==> src/rtl/multi_edge_detector_if.sv <==
// Bus bundle for multi_edge_detector: raw inputs, per-channel mode and
// sticky-clear from the controller, and debounced level / event outputs back.
interface multi_edge_detector_if #(
    parameter int WIDTH = 4
);
    logic [WIDTH-1:0]   sig;      // raw asynchronous input per channel
    logic [2*WIDTH-1:0] mode;     // per channel: 00 off, 01 rise, 10 fall, 11 both
    logic [WIDTH-1:0]   clr;      // level-sensitive sticky clear
    logic [WIDTH-1:0]   level;    // debounced level
    logic [WIDTH-1:0]   evt;      // one-cycle registered event pulse
    logic [WIDTH-1:0]   sticky;   // latched event flag
    logic               any_evt;  // OR of evt

    // Controller side: drives inputs, observes results.
    modport master (
        output sig, mode, clr,
        input  level, evt, sticky, any_evt
    );

    // Detector side.
    modport slave (
        input  sig, mode, clr,
        output level, evt, sticky, any_evt
    );
endinterface

==> src/rtl/multi_edge_detector.sv <==
// Multi-channel edge detector: per channel a synchroniser, a debounce
// counter, and a registered event pulse on rising/falling/both edges of the
// debounced level, with sticky flags and a combined event output.
module multi_edge_detector #(
    parameter int WIDTH       = 4,
    parameter int SYNC_STAGES = 2,
    parameter int DEBOUNCE    = 4
) (
    input  logic                 clk,
    input  logic                 rst,
    multi_edge_detector_if.slave bus
);
    localparam int             CW      = $clog2(DEBOUNCE + 1);
    localparam logic [CW-1:0]  CNT_MAX = CW'(DEBOUNCE - 1);

    // Synchroniser stages; stage SYNC_STAGES-1 is the safe, synchronised copy.
    logic [WIDTH-1:0] sync_q [SYNC_STAGES];
    logic [WIDTH-1:0] syn;

    // Debounce counters per channel and the debounced level.
    logic [CW-1:0]    cnt_q  [WIDTH];
    logic [CW-1:0]    cnt_d  [WIDTH];
    logic [WIDTH-1:0] level_q;
    logic [WIDTH-1:0] level_d;

    // Event qualification and sticky flags.
    logic [WIDTH-1:0] rise;
    logic [WIDTH-1:0] fall;
    logic [WIDTH-1:0] evt_d;
    logic [WIDTH-1:0] evt_q;
    logic [WIDTH-1:0] sticky_d;
    logic [WIDTH-1:0] sticky_q;

    assign syn = sync_q[SYNC_STAGES-1];

    // Shift each raw input through the synchroniser chain.
    always_ff @(posedge clk or posedge rst) begin
        if (rst) begin
            for (int s = 0; s < SYNC_STAGES; s++) begin
                sync_q[s] <= '0;
            end
        end else begin
            // NOTE: non-blocking assignments make every stage capture the
            // previous stage's old value, so the chain really is SYNC_STAGES deep.
            sync_q[0] <= bus.sig;
            for (int s = 1; s < SYNC_STAGES; s++) begin
                sync_q[s] <= sync_q[s-1];
            end
        end
    end

    // Debounce: count consecutive mismatch cycles, flip level when the count
    // reaches DEBOUNCE; any return to the current level restarts the count.
    always_comb begin
        // NOTE: defaults first so every path assigns every bit (no latches).
        level_d = level_q;
        for (int i = 0; i < WIDTH; i++) begin
            cnt_d[i] = cnt_q[i];
            if (syn[i] == level_q[i]) begin
                cnt_d[i] = '0;
            end else if (cnt_q[i] == CNT_MAX) begin
                level_d[i] = syn[i];
                cnt_d[i]   = '0;
            end else begin
                cnt_d[i] = cnt_q[i] + 1'b1;
            end
        end
    end

    // Qualify level flips against the per-channel mode, then update sticky;
    // a new event beats a same-cycle clear.
    always_comb begin
        rise  = level_d & ~level_q;
        fall  = ~level_d & level_q;
        evt_d = '0;
        for (int i = 0; i < WIDTH; i++) begin
            evt_d[i] = (rise[i] & bus.mode[2*i]) | (fall[i] & bus.mode[2*i+1]);
        end
        sticky_d = evt_d | (sticky_q & ~bus.clr);
    end

    // Register debounce counters, level, event pulse and sticky flags.
    always_ff @(posedge clk or posedge rst) begin
        if (rst) begin
            // NOTE: the counter array is control state, not storage, so it is
            // reset along with everything else to discard pending counts.
            for (int i = 0; i < WIDTH; i++) begin
                cnt_q[i] <= '0;
            end
            level_q  <= '0;
            evt_q    <= '0;
            sticky_q <= '0;
        end else begin
            for (int i = 0; i < WIDTH; i++) begin
                cnt_q[i] <= cnt_d[i];
            end
            level_q  <= level_d;
            evt_q    <= evt_d;
            sticky_q <= sticky_d;
        end
    end

    assign bus.level   = level_q;
    assign bus.evt     = evt_q;
    assign bus.sticky  = sticky_q;
    assign bus.any_evt = |evt_q;
endmodule

==> src/flat_wrapper.sv <==
// flat-port wrapper written by rule: the top's interface ports become plain ports
module multi_edge_detector_flat 
#(
    parameter int WIDTH       = 4,
    parameter int SYNC_STAGES = 2,
    parameter int DEBOUNCE    = 4
)
  (clk, rst, bus_sig, bus_mode, bus_clr, bus_level, bus_evt, bus_sticky, bus_any_evt);
  multi_edge_detector_if #(.WIDTH(WIDTH)) bus_i ();
  input  logic clk;
  input  logic rst;
  input wire logic [$bits(bus_i.sig)-1:0] bus_sig;
  input wire logic [$bits(bus_i.mode)-1:0] bus_mode;
  input wire logic [$bits(bus_i.clr)-1:0] bus_clr;
  output wire logic [$bits(bus_i.level)-1:0] bus_level;
  output wire logic [$bits(bus_i.evt)-1:0] bus_evt;
  output wire logic [$bits(bus_i.sticky)-1:0] bus_sticky;
  output wire logic [$bits(bus_i.any_evt)-1:0] bus_any_evt;
  assign bus_i.sig = bus_sig;
  assign bus_i.mode = bus_mode;
  assign bus_i.clr = bus_clr;
  assign bus_level = bus_i.level;
  assign bus_evt = bus_i.evt;
  assign bus_sticky = bus_i.sticky;
  assign bus_any_evt = bus_i.any_evt;
  multi_edge_detector #(.WIDTH(WIDTH), .SYNC_STAGES(SYNC_STAGES), .DEBOUNCE(DEBOUNCE)) u_core (.clk(clk), .rst(rst), .bus(bus_i));
endmodule
==> config.mk <==
export PLATFORM = sky130hd
export DESIGN_NAME = multi_edge_detector_flat
export DESIGN_NICKNAME = d
export VERILOG_FILES = /design/src/rtl/multi_edge_detector_if.sv /design/src/rtl/multi_edge_detector.sv /design/src/flat_wrapper.sv
export SDC_FILE = /design/constraint.sdc
export NUM_CORES = 1
export LEC_CHECK = 0
export ABC_AREA = 1
export CORE_UTILIZATION = 47
export DETAILED_ROUTE_END_ITERATION = 10
export PLACE_DENSITY = 0.79
export SYNTH_ARGS = -nofsm -noshare
export SYNTH_HDL_FRONTEND = slang
export SYNTH_SLANG_ARGS = --single-unit
==> constraint.sdc <==
create_clock -name clk -period 1.2 [get_ports clk]
set_clock_uncertainty 0.05 [all_clocks]
set_input_delay 0.36 -clock clk [delete_from_list [all_inputs] [get_ports clk]]
set_output_delay 0.36 -clock clk [all_outputs]
set_load 0.02 [all_outputs]
==> results.env <==
TIMING.CRITICAL_PATH.SLOWEST_CELL_DELAY_NS=0.40
MUXSHAREOFSYNTHAREA_PCT=0
POWER.TOTAL_uW=3230
START_UTIL_PCT=49.9
ROUTE.DETAILED.DRC=0
ENDPOINT_KIND='output port'
POSTSYNTHNETCOUNT=146
MIN_PATH_TYPE='reg -> reg'
FILL_CELLS=192
DETAILED_PLACE_HPWL_UM=1630
IO_BUFFERS=30
YS_SEQ_AREA_SHARE_PCT=64.7
GP_CONGESTION=0.651
WORST_PATH_MAX_DELAY_CELL='sky130_fd_sc_hd__dfrtp_1'
GRTUSAGETOTAL_PCT=18.0
FIRST_GLOBAL_VIAS=852
CLK_PATH_BUF_DEPTH=2
FIN_CRIT_NS=1.44
DR_TOTAL_VIAS=949
WORSTPATHCELLLIST='nor2_1 -> nand2_1 -> buf_6'
COUNT_OF_WARNINGS_EMITTED_BY_YOSYS=0
HIGHEST_CLOCK_FREQUENCY_THE_DESIGN_CAN_MEET_GHz=0.696
CP.ARRIVAL_NS=1.03
STATUS='finished with violations'
WORSTMARGINPINSLEW_NS=0.324
SYNTH-XOR-AREA-SHARE_PCT=2.83
SYNTHESIZED_AREA_FRACTION_OCCUPIED_BY_ADDER_CELLS_PCT=4.04
AREAGROWTHSYNTHTOFINISH_PCT=42.3
CLK_PIN_SLEW_WORST_PATHS_NS=0.09
CTS_HOLD_BUF=0
HOLD_VIOL=0
WL_UM=2240
FLOORPLAN.IO_PINS=31
NUMCTSBUFFERS=5
TIMING.SLEW.HEADROOM_PCT=78.2
CP-START-KIND='flop'
SYNTH_COMPOUND_AREA_SHARE_PCT=2.43
IRDROPWORSTVDD_mV=1.20
TIMING.CRITICAL_PATH.FANOUT_MAX=2
PLACEMENTROWS=18
HOLD_PATH_DEPTH=0
PLACE_AREA_UM2=1630
GRT_MAX_DEGREE=33
POST_ROUTE_CELLS_DRIVE_ABOVE_1_SHARE_PCT=24.0
SYNTH_CELL_TYPES=12
CLOCK_LATENCY_NS=0.33
POST_LAYOUT_NONFILLER_INSTANCES=205
FIN_HOLD_WS_NS=0.305
DOMINANT_COMBINATIONAL_CELL_FAMILY_BY_AREA_AFTER_SYNTHESIS='simple AND/OR/NAND/NOR gates'
VIAS_PER_CELL=4.63
TNS_NS=-1.22
CTS.SINK_COUNT=32
FIRST_PASS_ITERS=3
WORST_EP_REQUIRED_TIME_NS=0.79
FINISH.INSTANCE_AREA_UM2=1760
CTS_TREE='yes'
SYNTHESIS.AREA_UM2=1240
LAYOUT_COMMONEST_CELL='sky130_fd_sc_hd__dfrtp_1'
MAX_CAP_VIOL_COUNT=0
CELLLEAKAGEPOWER_uW=0.000957
DIE_HEIGHT_UM=53.3
TIMING.FINAL.SETUP_VIOLATIONS=13
GLOBALROUTEOVERFLOWTOTAL=0
CLOCK_TREE.HTREE_LEVEL_COUNT=2
PLACED_CELLS_INCL_TAPS=190
ANTENNA_VIOLATING_NETS_LEFT=0
ANTENNA-DIODE-COUNT=0
RSZ0062_AT_GRT='true'
LAYOUT.NETS=196
GRT_FIRST_PASS_WIRELENGTH_UM=3390
TIMING.SETUP.CRITICAL_PATH_CLASS='reg -> out'
CORE_AREA_UM2=2480
FLOORPLAN.DIE_AREA_UM2=2840
WIRE_PER_INST_UM=10.9
DIE_X_UM=53.3
TIMING.FINAL.MAX_SLEW_VIOLATIONS=0
POWER-PER-CELL-AREA_nW_PER_UM2=1840
MEAN_AREA_PER_SYNTHESIZED_CELL_UM2=9.98
DETAIL_ROUTE.ITER0.VIOLATIONS=7
POST_SYNTH_AND_OR_NAND_NOR_AREA_FRACTION_PCT=19.3
HIGHEST_COUNT_CELLS_IN_THE_LAYOUT_IGNORING_FILL_AND_TAPS='sky130_fd_sc_hd__dfrtp_1, sky130_fd_sc_hd__nand2_1, sky130_fd_sc_hd__inv_1, sky130_fd_sc_hd__clkdlybuf4s50_1, sky130_fd_sc_hd__nor2_1'
CLK_ROOT_BUFFER_CELL='sky130_fd_sc_hd__clkbuf_4'
GRT_ANTENNA_BEFORE_REPAIR=0
WORST-R2R-CELL-COUNT=4
SETUP_SLACK_AFTER_LAYOUT_NS=-0.236
SYNTH-SEQ-CELLS=32
POST-ROUTE-PERIOD-UTIL_PCT=120
SYN_INST_COUNT=124
FAILED_CHECKS='setup timing'
## logic make-up (layout without fill, tap and decap cells)
group                      count (synthesis)  count (layout)
AOI/OAI and AO/OA                          6               6
buffers and inverters                     22              73
and+or+nand+nor                           56              56
xor gates and xnor gates                   4               4
DFF                                       32              32
adders and majority gates                  4               4
## critical path, delay by kind of cell (launching register included)
family | cells | cell delay, ns
simple gates | 2 | 0.17
flops | 1 | 0.40
buf+inv | 1 | 0.13
## routing by layer
metal  global-route usage, %  routed length, um  up-vias
met3                    6.32                127        8
met5                       0                  0        -
li1                        -                  -      477
met4                    11.8                 51        0
met1                    18.4                827      440
met2                    30.6               1230       24
## state kept, by name, summed over array words and instances (netlist names)
signal,count
u_core.cnt_q,12
u_core.bus.sticky,4
u_core.bus.level,4
u_core.syn,4
u_core.sync_q,4
u_core.bus.evt,4
## cells in the mapped netlist (all sizes together)
cell    n  share of area [%]
a21oi   1               0.40
dfrtp  32                 65
inv    22                6.7
or2     4                2.0
nand3   9                3.6
nor2   20                6.7
nand2  23                7.0
o21ai   5                2.0
ha      4                4.0
xnor2   4                2.8
## path summary, 6_finish.rpt
check	from	to	slack [ns]
worst max-delay path	u_core.bus.evt[3]	bus_any_evt	-0.24
worst max register to register	u_core.bus.level[2]	u_core.cnt_q[3]	0.04
max in group asynchronous	rst	u_core.bus.level[0]	0.62
min in group asynchronous	rst	u_core.bus.level[1]	0.31
worst min-delay path	u_core.sync_q[6]	u_core.syn[2]	0.30
worst min register to register	u_core.sync_q[6]	u_core.syn[2]	0.30
## metrics by stage
stage	worst slack [ns]	utilization (%)
after floorplan	0.0969	-
after global placement	-0.239	65.9
after detailed placement	-0.276	65.9
after CTS	-0.255	69.3
after global routing	-0.292	71.1
final	-0.236	71.1
## timing repair
| action | in CTS | in global routing |
|---|---|---|
| resized for setup | 74 | 8 |
| setup buffers | 3 | 4 |
| setup endpoints to repair | 13 | 17 |
| pin swaps | 1 | 2 |
## power by group
part	switching, uW	leakage (uW)	internal [uW]	total, uW
logic	579	0.000512	631	1210
clock network	335	0.0000326	289	624
registers	115	0.000412	1280	1400
total	1030	0.000957	2200	3230
## area by class of cell
type	count	area, um^2	share of cell area [%]
sequential	32	801	45.5
timing repair buffer	43	414	23.5
multi-input combinational	70	367	20.8
inverter	22	82.6	4.69
clock buffer	8	58.8	3.34
tap	30	37.5	2.13
Power figures use the tool's default switching activity.
